**src/rtl/i2c_mst_byte_seq.sv**
```systemverilog
// Byte-level I2C master sequencer.
// Walks 10-bit TX FIFO entries ([9]=STOP after, [8]=START before, [7:0]=byte)
// and issues START/WRITE/READ/STOP commands to the bit controller. Read bursts
// take their byte count from the entry that follows a read address.
module i2c_mst_byte_seq #(
    parameter int unsigned CNT_W = 8
) (
    input  logic       clk,
    input  logic       rstn,
    input  logic       i_cr_en,
    input  logic       i_tx_fifo_empty,
    input  logic [9:0] i_tx_fifo_dout,
    output logic       o_tx_fifo_rd,
    input  logic       i_rx_fifo_full,
    output logic       o_rx_fifo_wr,
    output logic [7:0] o_rx_fifo_din,
    output logic       o_cmd_valid,
    output logic [2:0] o_cmd_code,
    output logic [7:0] o_cmd_txd,
    output logic       o_cmd_nack,
    input  logic       i_cmd_done,
    input  logic [7:0] i_cmd_rxd,
    input  logic       i_cmd_rx_ack,
    input  logic       i_arb_lost,
    output logic       o_busy,
    output logic       o_nack_err,
    output logic       o_arb_err,
    output logic       o_seq_err
);

    localparam logic [2:0] CMD_NOP   = 3'd0;
    localparam logic [2:0] CMD_START = 3'd1;
    localparam logic [2:0] CMD_WRITE = 3'd2;
    localparam logic [2:0] CMD_READ  = 3'd3;
    localparam logic [2:0] CMD_STOP  = 3'd4;

    typedef enum logic [2:0] {
        StIdle,
        StStart,
        StAddr,
        StWrite,
        StHold,
        StRcnt,
        StRead,
        StStop
    } state_e;

    state_e           r_state;
    logic             r_cmd_valid;
    logic [2:0]       r_cmd_code;
    logic [7:0]       r_cmd_txd;
    logic             r_cmd_nack;
    logic [7:0]       r_cur_byte;
    logic             r_cur_stop;
    logic             r_cur_rd;
    logic [CNT_W-1:0] r_rcnt;
    logic             r_rd_stop;
    logic             r_rx_wr;
    logic [7:0]       r_rx_din;
    logic             r_nack_err;
    logic             r_arb_err;
    logic             r_seq_err;

    logic             w_pop;
    logic             w_done;
    logic             w_last_rd;
    logic             w_cnt_zero;

    // Pop is combinational so the head entry is consumed in the decision cycle.
    assign w_pop = (((r_state == StIdle) || (r_state == StHold)) && i_cr_en && !i_tx_fifo_empty)
                   || ((r_state == StRcnt) && !i_tx_fifo_empty);
    // A completion pulse only counts while a command is actually outstanding.
    assign w_done     = i_cmd_done && r_cmd_valid;
    assign w_last_rd  = (r_rcnt == CNT_W'(1));
    assign w_cnt_zero = (i_tx_fifo_dout[CNT_W-1:0] == '0);

    // Sequencer FSM with registered command, RX push and error pulse outputs.
    always_ff @(posedge clk or negedge rstn) begin
        if (!rstn) begin
            r_state     <= StIdle;
            r_cmd_valid <= 1'b0;
            r_cmd_code  <= CMD_NOP;
            r_cmd_txd   <= 8'h00;
            r_cmd_nack  <= 1'b0;
            r_cur_byte  <= 8'h00;
            r_cur_stop  <= 1'b0;
            r_cur_rd    <= 1'b0;
            r_rcnt      <= '0;
            r_rd_stop   <= 1'b0;
            r_rx_wr     <= 1'b0;
            r_rx_din    <= 8'h00;
            r_nack_err  <= 1'b0;
            r_arb_err   <= 1'b0;
            r_seq_err   <= 1'b0;
        end else begin
            r_rx_wr    <= 1'b0;
            r_nack_err <= 1'b0;
            r_arb_err  <= 1'b0;
            r_seq_err  <= 1'b0;
            // Lost arbitration abandons the bus: no STOP, any completion is dropped.
            if ((r_state != StIdle) && i_arb_lost) begin
                r_state     <= StIdle;
                r_cmd_valid <= 1'b0;
                r_cmd_code  <= CMD_NOP;
                r_cmd_nack  <= 1'b0;
                r_arb_err   <= 1'b1;
            end else begin
                unique case (r_state)
                    StIdle: begin
                        if (w_pop) begin
                            r_cur_byte <= i_tx_fifo_dout[7:0];
                            r_cur_stop <= i_tx_fifo_dout[9];
                            r_cur_rd   <= i_tx_fifo_dout[0];
                            if (i_tx_fifo_dout[8]) begin
                                r_state     <= StStart;
                                r_cmd_valid <= 1'b1;
                                r_cmd_code  <= CMD_START;
                                r_cmd_nack  <= 1'b0;
                            end else begin
                                // Data without a preceding START has no bus to go to.
                                r_seq_err <= 1'b1;
                            end
                        end
                    end
                    StStart: begin
                        if (w_done) begin
                            r_state    <= StAddr;
                            r_cmd_code <= CMD_WRITE;
                            r_cmd_txd  <= r_cur_byte;
                        end
                    end
                    StAddr, StWrite: begin
                        if (w_done) begin
                            if (i_cmd_rx_ack) begin
                                // Leftover entries stay queued for software to flush.
                                r_nack_err <= 1'b1;
                                r_state    <= StStop;
                                r_cmd_code <= CMD_STOP;
                            end else if ((r_state == StAddr) && r_cur_rd) begin
                                r_state     <= StRcnt;
                                r_cmd_valid <= 1'b0;
                                r_cmd_code  <= CMD_NOP;
                            end else if (r_cur_stop) begin
                                r_state    <= StStop;
                                r_cmd_code <= CMD_STOP;
                            end else begin
                                r_state     <= StHold;
                                r_cmd_valid <= 1'b0;
                                r_cmd_code  <= CMD_NOP;
                            end
                        end
                    end
                    StHold: begin
                        if (!i_cr_en) begin
                            r_state     <= StStop;
                            r_cmd_valid <= 1'b1;
                            r_cmd_code  <= CMD_STOP;
                        end else if (w_pop) begin
                            r_cur_byte  <= i_tx_fifo_dout[7:0];
                            r_cur_stop  <= i_tx_fifo_dout[9];
                            r_cur_rd    <= i_tx_fifo_dout[0];
                            r_cmd_valid <= 1'b1;
                            if (i_tx_fifo_dout[8]) begin
                                r_state    <= StStart;
                                r_cmd_code <= CMD_START;
                            end else begin
                                r_state    <= StWrite;
                                r_cmd_code <= CMD_WRITE;
                                r_cmd_txd  <= i_tx_fifo_dout[7:0];
                            end
                        end
                    end
                    StRcnt: begin
                        if (w_pop) begin
                            r_rcnt    <= i_tx_fifo_dout[CNT_W-1:0];
                            r_rd_stop <= i_tx_fifo_dout[9];
                            if (!w_cnt_zero) begin
                                r_state <= StRead;
                            end else if (i_tx_fifo_dout[9]) begin
                                r_state     <= StStop;
                                r_cmd_valid <= 1'b1;
                                r_cmd_code  <= CMD_STOP;
                            end else begin
                                r_state <= StHold;
                            end
                        end
                    end
                    StRead: begin
                        if (!r_cmd_valid) begin
                            // Only ask for a byte when the RX FIFO can take it.
                            if (!i_rx_fifo_full) begin
                                r_cmd_valid <= 1'b1;
                                r_cmd_code  <= CMD_READ;
                                r_cmd_nack  <= w_last_rd;
                            end
                        end else if (w_done) begin
                            r_rx_wr     <= 1'b1;
                            r_rx_din    <= i_cmd_rxd;
                            r_cmd_nack  <= 1'b0;
                            if (r_rcnt != '0) begin
                                r_rcnt <= r_rcnt - CNT_W'(1);
                            end
                            if (w_last_rd && r_rd_stop) begin
                                r_state    <= StStop;
                                r_cmd_code <= CMD_STOP;
                            end else begin
                                r_cmd_valid <= 1'b0;
                                r_cmd_code  <= CMD_NOP;
                                if (w_last_rd) begin
                                    r_state <= StHold;
                                end
                            end
                        end
                    end
                    StStop: begin
                        if (w_done) begin
                            r_state     <= StIdle;
                            r_cmd_valid <= 1'b0;
                            r_cmd_code  <= CMD_NOP;
                        end
                    end
                    default: begin
                        r_state     <= StIdle;
                        r_cmd_valid <= 1'b0;
                        r_cmd_code  <= CMD_NOP;
                    end
                endcase
            end
        end
    end

    assign o_tx_fifo_rd  = w_pop;
    assign o_rx_fifo_wr  = r_rx_wr;
    assign o_rx_fifo_din = r_rx_din;
    assign o_cmd_valid   = r_cmd_valid;
    assign o_cmd_code    = r_cmd_code;
    assign o_cmd_txd     = r_cmd_txd;
    assign o_cmd_nack    = r_cmd_nack;
    assign o_busy        = (r_state != StIdle);
    assign o_nack_err    = r_nack_err;
    assign o_arb_err     = r_arb_err;
    assign o_seq_err     = r_seq_err;

endmodule

```
**config.mk**
```make
export PLATFORM = sky130hd
export DESIGN_NAME = i2c_mst_byte_seq
export DESIGN_NICKNAME = d
export VERILOG_FILES = /design/src/rtl/i2c_mst_byte_seq.sv
export SDC_FILE = /design/constraint.sdc
export NUM_CORES = 1
export LEC_CHECK = 0
export ABC_AREA = 1
export BUFFER_PORTS_ARGS = -buffer_cell sky130_fd_sc_hd__buf_2
export CAP_MARGIN = 30
export CORE_MARGIN = 2
export CORE_UTILIZATION = 40
export CTS_CLUSTER_DIAMETER = 30
export CTS_CLUSTER_SIZE = 8
export DETAILED_ROUTE_END_ITERATION = 6
export PLACE_DENSITY = 0.69
export SYNTH_ARGS = -nofsm -noshare
export SYNTH_HDL_FRONTEND = slang
export SYNTH_SLANG_ARGS = --single-unit
```
**constraint.sdc**
```tcl
create_clock -name clk -period 1.9 [get_ports clk]
set_clock_uncertainty 0.1 [all_clocks]
set_input_delay 0.19 -clock clk [delete_from_list [all_inputs] [get_ports clk]]
set_output_delay 0.19 -clock clk [all_outputs]
set_load 0.02 [all_outputs]
```
==> results of run 1 <==
cell families after synthesis:
logic type,Yosys count
AO/OA/AOI/OAI,69
adder cells (fa/ha/maj),3
buffers and inverters,42
flip-flops,46
AND/OR/NAND/NOR,199
through the flow:
step	cells	util [%]	instance area, µm²
2_1_floorplan	359	-	2630
3_3_place_gp	499	48.8	3100
3_5_place_dp	499	48.8	3100
4_1_cts	517	51.9	3300
5_1_grt	519	52.6	3340
6_report	519	52.6	3340
worst max path at each step:
stage                           from             to  slack, ns  cells past startpoint
after floorplan           r_state[0]  r_cur_byte[6]       0.16                      7
after global placement    r_state[2]  o_cmd_code[1]       0.08                     10
after detailed placement  r_state[2]     r_state[2]       0.06                     10
after CTS                 r_state[1]   o_tx_fifo_rd      0.002                      6
after global routing      r_state[0]  o_cmd_code[1]      -0.07                      9
final                     r_state[1]   o_tx_fifo_rd       0.05                      6
registers in the layout, indices dropped and copies added, names as in the netlist:
name and flops:
o_rx_fifo_wr 1, o_cmd_nack 1, o_arb_err 1, o_cmd_code 3, r_state 3, r_rd_stop 1
o_cmd_valid 1, o_cmd_txd 8, o_rx_fifo_din 8, o_seq_err 1, r_cur_byte 8, o_nack_err 1
r_cur_stop 1, r_rcnt 8
synth_stat cells:
cell / n / area share, %
nand4_1: 6 / 1.4
buf_2: 2 / 0.38
nand2_2: 4 / 0.95
nand3_2: 4 / 1.5
dfrtp_1: 46 / 44
o211ai_1: 2 / 0.57
and3_1: 1 / 0.24
clkbuf_2: 1 / 0.19
nor3_4: 1 / 0.62
a21oi_2: 4 / 1.3
buf_4: 1 / 0.29
ha_1: 3 / 1.4
nor2_2: 1 / 0.24
nor2_4: 2 / 0.86
clkbuf_1: 1 / 0.14
inv_2: 3 / 0.43
inv_1: 30 / 4.3
nand2_1: 118 / 17
buf_1: 1 / 0.14
o21ai_1: 5 / 0.95
nor2_1: 40 / 5.7
nand3_1: 20 / 3.8
o21a_1: 9 / 2.6
buf_6: 3 / 1.3
o22ai_1: 1 / 0.24
a21oi_1: 12 / 2.3
nor3_2: 1 / 0.38
o21ai_0: 36 / 6.9
nand3b_1: 1 / 0.29
layer usage:
metal / wire, µm / track usage (%) / up-vias
met5: 0 / 0 / -
met4: 125 / 7.22 / 0
met3: 406 / 2.92 / 11
met2: 3180 / 32.0 / 90
met1: 3320 / 28.2 / 1234
li1: - / - / 1332
power by group through the flow:
stage          Combinational, mW  Clock (mW)  Sequential, mW
6_report                    2.33       0.635            1.62
5_1_grt                     2.62       0.678            1.67
4_1_cts                     2.24       0.653            1.61
3_5_place_dp                2.20           0            1.63
3_3_place_gp                2.18           0            1.61
2_1_floorplan               1.28           0            1.81
repair_timing:
item | in CTS | in global routing
endpoints found under the setup margin | 1 | 22
hold buffers | 9 | 0
pin swaps | 1 | 1
setup buffers | 1 | 2
gates resized for setup | 3 | 9
hold endpoints to repair | 26 | 0
final cells by class:
| class | count | area (µm²) | share of cell area (%) |
|---|---|---|---|
| Tap cell | 77 | 96.3 | 2.88 |
| Multi-Input combinational cell | 271 | 1320 | 39.6 |
| Clock buffer | 5 | 68.8 | 2.06 |
| Inverter | 33 | 124 | 3.71 |
| Timing Repair Buffer | 84 | 551 | 16.5 |
| Clock inverter | 3 | 23.8 | 0.711 |
| Sequential cell | 46 | 1150 | 34.6 |
worst min-delay path: cells and delay by family:
kind | cells | cell delay, ns
buf+inv | 2 | 0.15
simple gates | 1 | 0.08
==> summary.txt, run 1 <==
Outcome
  – Status: finished clean

Timing
  – Final Cycle Share: 97.2%
  – Worst hold slack: 0.0257 ns
  – RSZ-0062 raised after global routing: true
  – Final slew viol count: 0
  – Max_slew headroom: 70.3%
  – Peak Freq: 542 MHz
  – Slew @ Worst Pin: 0.445 ns
  – Setup TNS: 0 ns
  – Min cycle time layout: 1.85 ns
  – Final setup viols: 0
  – Worst Setup Slack, final: 0.0539 ns
  – Final hold viol count: 0

Floorplan
  – Starting Density: 41.4%
  – # rows: 29
  – I/O pin total: 53
  – CORE AREA: 0.00635 mm²
  – Die H: 85.1 µm
  – Die X: 85.1 µm
  – Die ar.: 0.00724 mm²

Setup path
  – Worst path max stage delay: 0.46 ns
  – Critical path's slowest cell: dfrtp_2
  – Number of cells on the worst reg-to-reg path: 11
  – Most used cell, CP: buf_4
  – Crit-path leading delay family: flip-flops
  – Critical path class: reg -> out
  – CP max FO: 5
  – Endpoint class of the critical path: output pin
  – CP required: 1.61 ns
  – Worst r2r src: r_state[0]
  – Worst Path Arrival: 1.56 ns
  – R2R Path End: r_state[1]
  – Worst path bufs/invs: 3
  – Crit-path cells: buf_4 > nor2_4 > nand2_2 > nand2_2 > buf_4 > buf_4
  – Worst setup SP type: flop
  – Flop-to-flop setup slack: 0.07 ns

Pwr
  – P_int: 2.52 mW
  – Design Power: 4.58 mW
  – Sw Share: 45.1%
  – Combinational power share: 50.9%
  – Pwr Density: 1370 mW/mm²
  – Peak VDD IR: 0.819 mV
  – Switching power: 2.06 mW
  – LEAKAGE: 1.74 nW
  – Sequential Power Share: 35.3%
  – Clk pwr share: 13.9%

Synth
  – #FFs+latches synth: 46
  – Syn avg cell area: 7.33 µm²
  – Largest family of logic cells by synthesized area: simple AND/OR/NAND/NOR gates
  – Synth Area in Adders: 1.43%
  – XOR/XNOR Fraction of Synth Area: 0%
  – Mapped cell area: 0.00263 mm²
  – Syn nets: 388
  – Mux contribution to synthesized area: 0%
  – Compound-Gate Fraction of Synth Area: 14.8%
  – Area share of and/or/nand/nor cells after synthesis: 32.9%
  – Register area share after synthesis: 43.8%
  – Count of different cell masters after synthesis: 29
  – Cells after synthesis: 359
  – Warnings from Yosys: 0

Clock tree
  – H-Tree Depth: 2
  – CTS max path bufs: 2
  – CTS root buffer: clkbuf_8
  – Clk sink count: 46
  – Clk slew on worst S/H paths: 0.10 ns
  – CTS tree: built
  – Num CTS Buffers: 5
  – Worst skew pair latency: 0.31 ns

Detailed routing
  – Drt pass-1 iters: 5
  – Wire per inst: 13.5 µm
  – Final WL: 7.03 mm
  – ANT nets after route: 0
  – Total vias in the final route: 2667
  – Vias/cell: 5.14
  – # DRC: 0
  – Initial drt markers: 182

GRT
  – Vias in the first global route: 2516
  – First-pass GRT wire length: 11.7 mm
  – Pin count of the biggest net entering global routing: 29
  – GRT Util Overall: 20.2%
  – Gr ovfl total: 0
  – Initial antenna violation count: 0

Min path
  – Beginning of the worst hold path: i_cmd_rx_ack
  – Min-Delay Path Class: in -> reg
  – Worst Hold Depth: 3
  – Hold endpoint: o_nack_err

Placement
  – Detailed Place HPWL: 5.21 mm
  – Final GP Congestion: 0.979
  – DP Worst Slack: 0.0642 ns
  – IO buf count: 52

Layout
  – Number of fillers in the final layout: 615
  – Fraction of layout cells with a size suffix above 1: 25.3%
  – Commonest cells after routing, fill and taps aside: 115 x nand2_1, 51 x buf_2, 43 x dfrtp_1
  – Leading cell type in the layout, fill and taps excluded: nand2_1
  – Antenna cells: 0
  – Layout Nets: 470
  – Layout overhead on the synthesized area: 27.1%

Flow run
  – Max cap viols: 0
Note: power is estimated with default switching activity, not from simulation.
==> run 2, diff against run 1 <==
--- a/config.mk
+++ b/config.mk
@@ -8,7 +8,7 @@
 export ABC_AREA = 1
 export BUFFER_PORTS_ARGS = -buffer_cell sky130_fd_sc_hd__buf_2
 export CAP_MARGIN = 30
-export CORE_MARGIN = 2
+export CORE_MARGIN = 1
 export CORE_UTILIZATION = 40
 export CTS_CLUSTER_DIAMETER = 30
 export CTS_CLUSTER_SIZE = 8
==> summary.txt, run 2 (synthesis results as in run 1) <==
GRT
  – First-pass GRT wire length: 11.6 mm
  – Gr ovfl total: 0
  – Vias in the first global route: 2460
  – Pin count of the biggest net entering global routing: 26
  – GRT Util Overall: 20.8%
  – Initial antenna violation count: 0

Setup path
  – Number of cells on the worst reg-to-reg path: 10
  – Most used cell, CP: nand2_1
  – Critical path class: reg -> out
  – CP max FO: 5
  – Crit-path leading delay family: flip-flops
  – Worst Path Arrival: 1.54 ns
  – Critical path's slowest cell: dfrtp_2
  – Endpoint class of the critical path: output pin
  – Crit-path cells: buf_4 > nor2_4 > nand2_1 > nand2_1 > buf_2
  – Flop-to-flop setup slack: 0.12 ns
  – Worst path max stage delay: 0.46 ns
  – Worst setup SP type: flop
  – Worst path bufs/invs: 2
  – CP required: 1.61 ns
  – CP Depth: 5

Layout
  – Leading cell type in the layout, fill and taps excluded: nand2_1
  – Antenna cells: 0
  – Final instance area: 0.00330 mm²
  – Layout Nets: 465
  – Commonest cells after routing, fill and taps aside: 117 x nand2_1, 52 x buf_2, 43 x dfrtp_1
  – Fraction of layout cells with a size suffix above 1: 24.5%
  – Layout overhead on the synthesized area: 25.4%

Detailed routing
  – Total vias in the final route: 2547
  – Final WL: 6.88 mm
  – ANT nets after route: 0
  – Wire per inst: 13.4 µm
  – # DRC: 0
  – Drt pass-1 iters: 4
  – Vias/cell: 4.96
  – Initial drt markers: 178

Clock tree
  – CTS tree: built
  – CTS max path bufs: 2
  – CTS root buffer: clkbuf_8
  – Worst skew pair latency: 0.30 ns
  – Clk sink count: 46
  – Clk slew on worst S/H paths: 0.09 ns
  – H-Tree Depth: 2
  – Num CTS Buffers: 5

Timing
  – RSZ-0062 raised after global routing: true
  – Setup TNS: 0 ns
  – Slew @ Worst Pin: 0.542 ns
  – Final setup viols: 0
  – Worst Setup Slack, final: 0.0721 ns
  – Peak Freq: 547 MHz
  – Final hold viol count: 0
  – Final slew viol count: 0
  – Final Cycle Share: 96.2%
  – Max_slew headroom: 63.9%
  – Min cycle time layout: 1.83 ns

Placement
  – Final GP Congestion: 0.957
  – DP Area: 0.00308 mm²
  – Detailed Place HPWL: 5.05 mm
  – IO buf count: 52
  – DP Worst Slack: 0.0247 ns

Pwr
  – Switching power: 2.05 mW
  – Clk pwr share: 13.4%
  – Sequential Power Share: 35.9%
  – Peak VDD IR: 0.651 mV
  – Pwr Density: 1370 mW/mm²
  – Sw Share: 45.4%
  – Combinational power share: 50.6%
  – LEAKAGE: 1.73 nW
  – P_int: 2.47 mW

Floorplan
  – Starting Density: 41.4%
  – I/O pin total: 53
  – Die H: 83.1 µm
  – Die ar.: 0.00690 mm²
  – Die X: 83.1 µm
  – CORE AREA: 0.00635 mm²
  – # rows: 29

Outcome
  – Status: finished clean

Min path
  – Worst Hold Depth: 3
  – Min-Delay Path Class: in -> reg

Flow run
  – Max cap viols: 0
## run 2: changes by cell type in the layout (fill, tap and decap cells not counted), sizes merged
cell and delta:
clkinv +2, inv -1, buf -3, dlygate4sd3 -2, clkinvlp -1
## run 2: timing repair
item	in CTS	in global routing
resized for setup	1	12
hold endpoints to repair	26	1
hold buffers	6	1
buffers inserted	0	3
endpoints found under the setup margin	1	23
pin swaps	0	1
## run 2: worst paths after layout
check / startpoint / endpoint
max: r_state[1] / o_tx_fifo_rd
min: i_cmd_rxd[5] / o_rx_fifo_din[5]
max reg2reg: r_state[1] / o_cmd_valid
min reg2reg: o_rx_fifo_din[4] / o_rx_fifo_din[4]
max in group asynchronous: rstn / r_state[0]
min in group asynchronous: rstn / o_rx_fifo_din[4]
## run 2: power groups by stage
stage / clock network [mW] / logic, mW / registers [mW]
after floorplan: 0 / 1.28 / 1.81
after global placement: 0 / 2.15 / 1.61
after detailed placement: 0 / 2.16 / 1.62
after CTS: 0.630 / 2.19 / 1.61
after global routing: 0.663 / 2.56 / 1.67
final: 0.607 / 2.28 / 1.62
## run 2: routing by layer
metal	wire [µm]	GRT usage, %
met1	3360	28.9
met3	335	3.28
met5	0	0
met4	150	7.99
met2	3030	32.6
## run 2: area by class of cell
cell class,count,area (µm²)
Clock inverter,3,21.3
Fill cell,581,3050
Timing Repair Buffer,79,505
Tap cell,77,96.3
Multi-Input combinational cell,271,1320
Inverter,33,126
Sequential cell,46,1150
Clock buffer,5,68.8
## run 2: worst register-to-register path, cell delays in order, from the launching register on
cell	delay, ns
dfrtp_2	0.43
inv_1	0.10
buf_4	0.15
nor2_1	0.22
nand2_1	0.15
a21oi_1	0.22
nor2_1	0.09
nand2_1	0.07
nor2_1	0.04
nand2_1	0.05
nand2_1	0.05
## run 2: metrics by stage
stage          util, %  hold slack, ns  std cells  power [mW]
2_1_floorplan        -          -0.206        359        3.10
3_3_place_gp      48.4           0.103        496        3.76
3_5_place_dp      48.4           0.109        496        3.79
4_1_cts           50.8         0.00151        510        4.43
5_1_grt           51.9          0.0112        514        4.90
6_report          51.9         0.00358        514        4.51
